===== src/rtl/decode_queue.sv =====
// Multi-slot decode buffer: decodes up to WIDTH instructions into a circular
// queue. Define DECQ_RV64W_EN to accept the RV64 word-op opcodes.
package decode_queue_pkg;
    typedef struct packed {
        logic [4:0] rs1;
        logic [4:0] rs2;
        logic [4:0] rd;
        logic       rs1_v;
        logic       rs2_v;
        logic       rd_v;
        logic [3:0] operation;
        logic       is_load;
        logic       is_store;
        logic       is_branch;
        logic       is_csr;
    } instr_dec_t;
endpackage

module decode_queue
    import decode_queue_pkg::*;
#(
    parameter int WIDTH = 2,
    parameter int DEPTH = 8,
    parameter int XLEN  = 64
) (
    input logic          clk,
    input logic          reset_n,
    decode_queue_if.slave q
);
    localparam int PW = $clog2(DEPTH);
    localparam int CW = $clog2(DEPTH + 1);
    localparam int TW = $clog2(WIDTH + 1);

`ifdef DECQ_RV64W_EN
    localparam bit RV64W = 1'b1;
`else
    localparam bit RV64W = 1'b0;
`endif

    logic [PW-1:0] rd_ptr;
    logic [PW-1:0] wr_ptr;
    logic [CW-1:0] count;

    instr_dec_t       dec [WIDTH];
    logic [WIDTH-1:0] ill;
    logic [TW-1:0]    n_in;
    logic [TW-1:0]    n_enq;
    logic [TW-1:0]    n_out;
    logic             enq;

    instr_dec_t       mem_dec [DEPTH];
    logic [XLEN-1:0]  mem_pc  [DEPTH];
    logic [DEPTH-1:0] mem_ill;

    always_comb begin
        logic [31:0] ins;
        logic [2:0]  f3;
        logic r, i, l, s, b, u, au, jal, jalr, p, r64, i64, ok;
        for (int k = 0; k < WIDTH; k++) begin
            ins  = q.in_instr_i[32*k +: 32];
            f3   = ins[14:12];
            r    = 1'b0; i   = 1'b0; l    = 1'b0; s = 1'b0;
            b    = 1'b0; u   = 1'b0; au   = 1'b0; jal = 1'b0;
            jalr = 1'b0; p   = 1'b0; r64  = 1'b0; i64 = 1'b0;
            case (ins[6:0])
                7'b0110011: r    = 1'b1;
                7'b0010011: i    = 1'b1;
                7'b0000011: l    = 1'b1;
                7'b0100011: s    = 1'b1;
                7'b1100011: b    = 1'b1;
                7'b0110111: u    = 1'b1;
                7'b0010111: au   = 1'b1;
                7'b1101111: jal  = 1'b1;
                7'b1100111: jalr = 1'b1;
                7'b1110011: p    = 1'b1;
                7'b0111011: r64  = RV64W;
                7'b0011011: i64  = RV64W;
                default: ;
            endcase
            ok = (ins[1:0] == 2'b11) &&
                 (r | i | l | s | b | u | au | jal | jalr | p | r64 | i64);
            ill[k] = !ok;
            dec[k] = '0;
            if (ok) begin
                dec[k].rs1   = ins[19:15];
                dec[k].rs2   = ins[24:20];
                dec[k].rd    = ins[11:7];
                dec[k].rs1_v = r | i | l | s | b | jalr | r64 | i64 |
                               (p && f3 != 3'd0 && !f3[2]);
                dec[k].rs2_v = r | s | b | r64;
                dec[k].rd_v  = (r | i | l | u | au | jal | jalr | r64 | i64 |
                                (p && f3 != 3'd0)) && (ins[11:7] != 5'd0);
                // bit 30 only distinguishes sub/sra-style variants
                dec[k].operation = {ins[30] & (r | r64 |
                                   ((i | i64) && f3 == 3'b101)), f3};
                dec[k].is_load   = l;
                dec[k].is_store  = s;
                dec[k].is_branch = b | jal | jalr;
                dec[k].is_csr    = p && f3 != 3'd0;
            end
        end
    end

    always_comb begin
        n_in = '0;
        for (int k = 0; k < WIDTH; k++) begin
            n_in = n_in + TW'(q.in_valid_i[k]);
        end
    end

    assign enq   = q.in_ready_o && !q.flush_i;
    assign n_enq = enq ? n_in : '0;

    always_ff @(posedge clk) begin
        if (enq) begin
            for (int k = 0; k < WIDTH; k++) begin
                if (q.in_valid_i[k]) begin
                    mem_dec[PW'(wr_ptr + PW'(k))] <= dec[k];
                    mem_pc[PW'(wr_ptr + PW'(k))]  <= q.in_pc_i[XLEN*k +: XLEN];
                    mem_ill[PW'(wr_ptr + PW'(k))] <= ill[k];
                end
            end
        end
    end

    always_ff @(posedge clk or negedge reset_n) begin
        if (!reset_n) begin
            rd_ptr <= '0;
            wr_ptr <= '0;
            count  <= '0;
        end else if (q.flush_i) begin
            rd_ptr <= '0;
            wr_ptr <= '0;
            count  <= '0;
        end else begin
            rd_ptr <= rd_ptr + PW'(q.out_take_i);
            wr_ptr <= wr_ptr + PW'(n_enq);
            count  <= count + CW'(n_enq) - CW'(q.out_take_i);
        end
    end

    always_comb begin
        logic [PW-1:0] idx;
        n_out = '0;
        for (int k = 0; k < WIDTH; k++) begin
            idx = rd_ptr + PW'(k);
            q.out_valid_o[k]             = count > CW'(k);
            q.out_dec_o[26*k +: 26]      = mem_dec[idx];
            q.out_pc_o[XLEN*k +: XLEN]   = mem_pc[idx];
            q.out_illegal_o[k]           = mem_ill[idx];
            n_out = n_out + TW'(q.out_valid_o[k]);
        end
    end

    // ready depends on registered count only, never on this cycle's take
    assign q.in_ready_o = (DEPTH - int'(count)) >= WIDTH;
    assign q.count_o    = count;

    a_take_overrun : assert property (
        @(posedge clk) disable iff (!reset_n) q.out_take_i <= n_out
    );
endmodule


===== src/rtl/decode_queue_if.sv =====
// Handshake bundle between fetch/decode producer, decode_queue and rename.
// master drives instructions and takes; slave is the queue.
interface decode_queue_if #(
    parameter int WIDTH = 2,
    parameter int DEPTH = 8,
    parameter int XLEN  = 64
);
    localparam int TW = $clog2(WIDTH + 1);
    localparam int CW = $clog2(DEPTH + 1);

    logic                  flush_i;
    logic [WIDTH-1:0]      in_valid_i;
    logic [WIDTH*32-1:0]   in_instr_i;
    logic [WIDTH*XLEN-1:0] in_pc_i;
    logic                  in_ready_o;
    logic [WIDTH-1:0]      out_valid_o;
    logic [WIDTH*26-1:0]   out_dec_o;
    logic [WIDTH*XLEN-1:0] out_pc_o;
    logic [WIDTH-1:0]      out_illegal_o;
    logic [TW-1:0]         out_take_i;
    logic [CW-1:0]         count_o;

    modport master (
        output flush_i, in_valid_i, in_instr_i, in_pc_i, out_take_i,
        input  in_ready_o, out_valid_o, out_dec_o, out_pc_o,
        input  out_illegal_o, count_o
    );

    modport slave (
        input  flush_i, in_valid_i, in_instr_i, in_pc_i, out_take_i,
        output in_ready_o, out_valid_o, out_dec_o, out_pc_o,
        output out_illegal_o, count_o
    );
endinterface


===== src/flat_wrapper.sv =====
// flat-port wrapper written by rule: the top's interface ports become plain ports
module decode_queue_flat import decode_queue_pkg::*;
#(
    parameter int WIDTH = 2,
    parameter int DEPTH = 8,
    parameter int XLEN  = 64
)
  (clk, reset_n, q_flush_i, q_in_valid_i, q_in_instr_i, q_in_pc_i, q_out_take_i, q_in_ready_o, q_out_valid_o, q_out_dec_o, q_out_pc_o, q_out_illegal_o, q_count_o);
  decode_queue_if #(.WIDTH(WIDTH), .DEPTH(DEPTH), .XLEN(XLEN)) q_i ();
  input logic clk;
  input logic reset_n;
  input wire logic [$bits(q_i.flush_i)-1:0] q_flush_i;
  input wire logic [$bits(q_i.in_valid_i)-1:0] q_in_valid_i;
  input wire logic [$bits(q_i.in_instr_i)-1:0] q_in_instr_i;
  input wire logic [$bits(q_i.in_pc_i)-1:0] q_in_pc_i;
  input wire logic [$bits(q_i.out_take_i)-1:0] q_out_take_i;
  output wire logic [$bits(q_i.in_ready_o)-1:0] q_in_ready_o;
  output wire logic [$bits(q_i.out_valid_o)-1:0] q_out_valid_o;
  output wire logic [$bits(q_i.out_dec_o)-1:0] q_out_dec_o;
  output wire logic [$bits(q_i.out_pc_o)-1:0] q_out_pc_o;
  output wire logic [$bits(q_i.out_illegal_o)-1:0] q_out_illegal_o;
  output wire logic [$bits(q_i.count_o)-1:0] q_count_o;
  assign q_i.flush_i = q_flush_i;
  assign q_i.in_valid_i = q_in_valid_i;
  assign q_i.in_instr_i = q_in_instr_i;
  assign q_i.in_pc_i = q_in_pc_i;
  assign q_i.out_take_i = q_out_take_i;
  assign q_in_ready_o = q_i.in_ready_o;
  assign q_out_valid_o = q_i.out_valid_o;
  assign q_out_dec_o = q_i.out_dec_o;
  assign q_out_pc_o = q_i.out_pc_o;
  assign q_out_illegal_o = q_i.out_illegal_o;
  assign q_count_o = q_i.count_o;
  decode_queue #(.WIDTH(WIDTH), .DEPTH(DEPTH), .XLEN(XLEN)) u_core (.clk(clk), .reset_n(reset_n), .q(q_i));
endmodule

===== config.mk =====
export PLATFORM = sky130hd
export DESIGN_NAME = decode_queue_flat
export DESIGN_NICKNAME = d
export VERILOG_FILES = /design/src/rtl/decode_queue.sv /design/src/rtl/decode_queue_if.sv /design/src/flat_wrapper.sv
export SDC_FILE = /design/constraint.sdc
export NUM_CORES = 2
export LEC_CHECK = 0
export CORE_ASPECT_RATIO = 1.4
export CORE_MARGIN = 2
export CORE_UTILIZATION = 45
export CTS_BUF_LIST = sky130_fd_sc_hd__clkbuf_4 sky130_fd_sc_hd__clkbuf_8 sky130_fd_sc_hd__clkbuf_16
export DETAILED_ROUTE_END_ITERATION = 8
export GPL_ROUTABILITY_DRIVEN = 0
export GPL_TIMING_DRIVEN = 0
export PLACE_DENSITY = 0.69
export RECOVER_POWER = 100
export SYNTH_ARGS = -nofsm -noshare
export SYNTH_HDL_FRONTEND = slang
export SYNTH_SLANG_ARGS = --single-unit
export TNS_END_PERCENT = 5

===== constraint.sdc =====
create_clock -name clk -period 6.8 [get_ports clk]
set_input_delay 1.02 -clock clk [delete_from_list [all_inputs] [get_ports clk]]
set_output_delay 1.02 -clock clk [all_outputs]
set_load 0.05 [all_outputs]

# After elaboration in Yosys (flattened, before gate mapping)
# Memories as Yosys holds them, arrays and structs flattened.
# Index checks and enable logic that the tools add are counted.
# totals
reg_bits,18
output_inout_bits,189
memories,2
input_bits,199
ramBits,720
# op_classes
eq_ne,24
mux,45
order_cmp,9
n_reduce_logical,22
bitwise,44
n_addsub,8
# memory_table
memory,words,word_bits,rd,rd_ports_with_merged_regs,write_ports,line_no,text
u_core.mem_pc,8,64,2,0,2,decode_queue.sv:52,logic [XLEN-1:0] mem_pc [DEPTH];
u_core.mem_dec,8,26,2,0,2,decode_queue.sv:51,instr_dec_t mem_dec [DEPTH];
# ops
op,count
$eq 7x7->1 const B,8
$mux 26,2
$eq 7x6->1 const B,6
$or 1x1->1,42
$ge 32x3->1 const B,1
$mux 1,30
$eq 7x5->1 const B,4
$mux 8,3
$bwmux 8,2
$lt 3x4->1 const B,4
$eq 7x2->1 const B,2
$logic_and 1x1->1,13
$reduce_bool 5->1,2
$gt 4x1->1 const B,2
$add 3x1->3 const B,2
$add 3x2->3,2
$bmux 1 s3,2
$demux 1 s3,2
$eq 3x3->1 const B,2
$ge 3x1->1 const B,2
$mux 3,2
$reduce_bool 3->1,2
$logic_not 1->1,5
$sub 4x4->5 const A,1
7 further kinds,9

# Longest topological paths before layout
# depth
depth_word,18
mapped_depth,15
ltp_nobuf,14

# Least setup slack after synthesis
# OpenSTA, ideal clock, no wires.
# synth_timing
kind,register -> register
startpoint,"register u_core.count[1], in the netlist u_core.q.count_o[1]"
endpoint,"memory u_core.mem_dec[7][0] (netlist bit), enable pin"
path_stages_with_launch,8
t_arrival_ns,6.309
period_less_slack_ns,6.878
setup_ns,0.568
slack_ns,-0.078
cell_sequence,dfrtp_1 -> inv_1 -> ha_1 -> nor2b_1 -> o311ai_1 -> buf_6 -> nand2_1 -> a21oi_1
# synth_lines
element,line_no,text
"start, declared",decode_queue.sv:42,logic [CW-1:0] count;
"start signal, assigned",decode_queue.sv:138,count <= count + CW'(n_enq) - CW'(q.out_take_i);
"end, declared",decode_queue.sv:51,

# Worst setup path in the final report
# layout_timing
startpoint,register u_core.rd_ptr[0]
endpoint,output port q_out_pc_o[73]
# layout_between
elab_chain_cells,2
# layout_rtl
element,line_no,text
"start, declared",decode_queue.sv:40,logic [PW-1:0] rd_ptr;
"start signal, assigned",decode_queue.sv:136,rd_ptr <= rd_ptr + PW'(q.out_take_i);
$add 3x1->3,decode_queue.sv:146,idx = rd_ptr + PW'(k);
$mem_v2 8x64,--,
"end, declared",flat_wrapper.sv:20,output wire logic [$bits(q_i.out_pc_o)-1:0] q_out_pc_o;
# No other way between the ends.

==> flow_metrics.py <==
metrics = {
    "run_status": {
        "status": "finished, violations left",
        "violations": "max-capacitance violations, max-slew violations",
    },
    "synth": {
        "ys_warn_count": 0,
        "seq_area_frac_synth_pct": 51.52,
        "synth_fp_nets": 2825,
        "async_flop_share_pct": 1.355,
        "synth_seq_cells": 738,
        "syn_avg_cell_area_um2": 16.46,
        "synth_cell_types": 53,
        "synth_area_um2": 42920,
        "synth_edf_count": 728,
        "synthCells": 2607,
        "synthFlopType": "edfxtp_1",
    },
    "sta": {
        "fin_worst_skew_ns": 0.03360,
        "final.min_clock_period_ns": 6.321,
        "slew_headroom_pct": -74.73,
        "fmax_mhz": 158.2,
        "rsz0062_at_grt": "no",
        "setup_tns_ns": 0,
        "final-max-slew-violation-count": 319,
        "max_slew.worst_pin.slew_ns": 2.621,
        "finalSetupViolations": 0,
        "timing_hold_violations_final": 0,
        "min_period_over_period_pct": 92.96,
    },
    "worst_setup_path": {
        "r2r_slack_ns": 0.70,
        "cp_max_fo": 10,
        "path_buf_inv": 5,
        "reg2reg_depth": 9,
        "cp-start-kind": "flop",
        "r2r_start": "u_core.q.count_o[1]",
        "r2r-end": "u_core.mem_pc[4][54]",
        "max_stage_delay_ns": 0.88,
        "criticalPathCategory": "flop to output port",
        "worst_path_most_repeated_cell": "clkbuf_1",
        "cp-end-kind": "output port",
        "critical_path_arrival_ns": 5.30,
        "cp_slowest_cell": "clkbuf_1",
        "path_cells": "clkbuf_1, clkbuf_1, clkbuf_1, clkbuf_1, mux4_2, mux2_2, dlygate4sd3_1",
        "worstPathRequired_ns": 5.78,
        "critPathTopFamily": "buffers and inverters",
    },
    "placed_design": {
        "port_buffers": 357,
        "dp_hpwl_um": 99080,
        "dpl_cell_area_um2": 49010,
    },
    "die": {
        "initial_core_util_pct": 45.23,
        "die_area_um2": 97900,
        "die_h_um": 369.4,
        "core_um2": 94900,
        "die_x_um": 265.0,
        "io_pins": 388,
        "rows": 134,
    },
    "clocking": {
        "numCtsBuffers": 76,
        "htree_levels": 3,
        "cts_tree": "yes",
        "clk_path_buf_depth": 3,
        "holdBufCountCts": 0,
        "cts_setup_buffers": 0,
        "clkTransAtPathRegs_ns": 0.06,
        "clk_latency_ns": 0.65,
        "cts-root-buf": "clkbuf_16",
        "clock_sinks": 738,
        "post_cts_resize_count": 0,
    },
    "route": {
        "via_per_inst": 6.620,
        "wirelength_um": 145300,
        "avgRoutedWirePerCell_um": 33.16,
        "drt-initial-drc-count": 3392,
        "vias": 29010,
        "drc": 0,
        "ant_nets": 0,
        "drt_first_pass_iters": 6,
    },
    "pwr": {
        "leakage_nw": 16.35,
        "power_density_nw_per_um2": 319.7,
        "ir_drop_mv": 0.2514,
    },
    "finish": {
        "final_common_cell": "edfxtp_1",
        "layout-drive-gt1-share_pct": 38.61,
        "stdcell_area_um2": 50430,
        "area_growth_pct": 17.50,
        "final_nets": 3300,
        "final_cell_mix": "edfxtp_1 (728), mux2_2 (692), mux4_2 (364)",
    },
    "global_routing": {
        "grt_pass1_wl_um": 207000,
        "grt_max_degree": 24,
        "grt_usage_pct": 29.43,
        "grt_overflow_total": 0,
        "antenna_found_initial": 27,
        "grt_pass1_vias": 30360,
    },
    "hold_path": {
        "hold_path.class": "flop to flop",
        "whs_path_depth": 2,
        "worstHoldStart": "u_core.mem_ill[3]",
        "holdPathEnd": "u_core.mem_ill[3]",
    },
    "run": {
        "maxCapViolations": 18,
    },
}
==> logic make-up (layout without fill, tap and decap cells) <==
group	count (synthesis)	in the layout	share of synthesized area (%)
XOR/XNOR	7	7	0.1603
flip-flops	738	738	51.52
buffers and inverters	253	785	3.248
other	0	19	0
adder cells (fa/ha/maj)	19	19	0.6239
multiplexers	1114	1114	38.61
AND/OR/NAND/NOR	275	275	3.312
AO/OA/AOI/OAI	201	201	2.525
==> synth_stat cells (2+ instances only) <==
cell type  number  area (µm²)
clkbuf_1       81       304.0
dfrtp_1        10       250.2
fa_1            4       80.08
nand2b_1        7       43.79
and3_1          3       18.77
or2_2           2       12.51
nand3b_1        7       52.55
a211o_1         3       26.28
xor2_1          2       17.52
nor3b_1         2       15.01
nor3_1          2       10.01
nor2b_1        14       87.58
o311a_1         2       20.02
buf_4           5       37.54
a211oi_1        2       15.01
a21o_1          3       22.52
buf_2          34       170.2
mux2i_1        56       560.5
o211ai_1        3       22.52
nand4_4         2       42.54
nand2_1        38       142.6
o21bai_1        2       15.01
o21ai_0       137       685.7
inv_1          15       56.30
edfxtp_1      728       21860
a21oi_1        18       90.09
mux2_2        694        7815
and3b_1         2       17.52
or4_1           3       22.52
nand3_1       155       775.7
nand4_1         4       25.02
buf_6          51       574.3
ha_1           15       187.7
mux4_2        364        8198
xnor2_1         4       35.03
o22ai_1         7       43.79
or3_1           2       12.51
and2_1          3       18.77
nor2_1         26       97.59
o21ai_1        16       80.08
buf_1          67       251.5
==> how the worst max path moves through the flow <==
| stage | start | end | cells after the start |
|---|---|---|---|
| final | u_core.rd_ptr[0] | q_out_pc_o[73] | 7 |
| after global routing | u_core.rd_ptr[0] | q_out_pc_o[73] | 7 |
| after CTS | u_core.rd_ptr[1] | q_out_pc_o[70] | 6 |
| after detailed placement | u_core.rd_ptr[1] | q_out_pc_o[70] | 6 |
| after global placement | q_flush_i | u_core.mem_pc[0][40] | 4 |
| after floorplan | u_core.q.count_o[1] | u_core.mem_dec[7][0] | 7 |
==> routing by layer <==
metal / GRT usage (%) / routed length (µm) / vias to the layer above / part of all wire [%]
li1: - / - / 11720 / -
met1: 34.12 / 49540 / 14970 / 34
met2: 51.16 / 74070 / 1865 / 51
met3: 6.602 / 13880 / 441 / 9.6
met4: 15.02 / 7683 / 18 / 5.3
met5: 0 / 118 / - / 0.081
==> through the flow <==
step | setup WS [ns] | hold slack (ns) | utilization, % | total power, mW | std cells
floorplan | -0.07785 | 0.5992 | - | 9.995 | 2607
CTS | 0.7948 | 0.7023 | 54.18 | 16.48 | 4363
global placement | -6.341 | 0.6611 | 50.61 | 12.25 | 4188
global route | 0.4092 | 0.7336 | 53.13 | 16.56 | 4376
detailed placement | 1.482 | 0.6905 | 51.65 | 12.36 | 4228
finish | 0.4788 | 0.6988 | 53.14 | 16.12 | 4382
==> report_power, final <==
part           internal, mW  switching [mW]
Sequential             5.52           0.191
Clock                  2.34            1.81
Combinational          2.33            3.93
Total                  10.2            5.93
==> flip-flops by register name (all words and copies together) (netlist names) <==
register and flops:
u_core.mem_pc 512, u_core.mem_dec 208, u_core.mem_ill 8, u_core.q.count_o 4, u_core.rd_ptr 3, u_core.wr_ptr 3
==> worst register-to-register path, cell delays in order, from the launching register on <==
cell and delay (ns):
dfrtp_1 0.40, inv_1 0.13, ha_1 0.26, nor2b_1 0.15, o311ai_0 0.67, clkbuf_1 0.43, nand2_1 0.34, nor2b_1 1.50
clkbuf_1 1.07, clkbuf_2 0.77
==> layout make-up <==
cell class / count / area, µm²
antenna: 19 / 47.55
buffer: 238 / 917.1
multi-input combinational: 1616 / 19390
tap: 1224 / 1531
timing repair buffer: 397 / 3971
fill: 7714 / 44470
inverter: 15 / 56.30
clock buffer: 89 / 2052
clock inverter: 46 / 350.3
sequential: 738 / 22110
(Power assumes the default switching activity.)
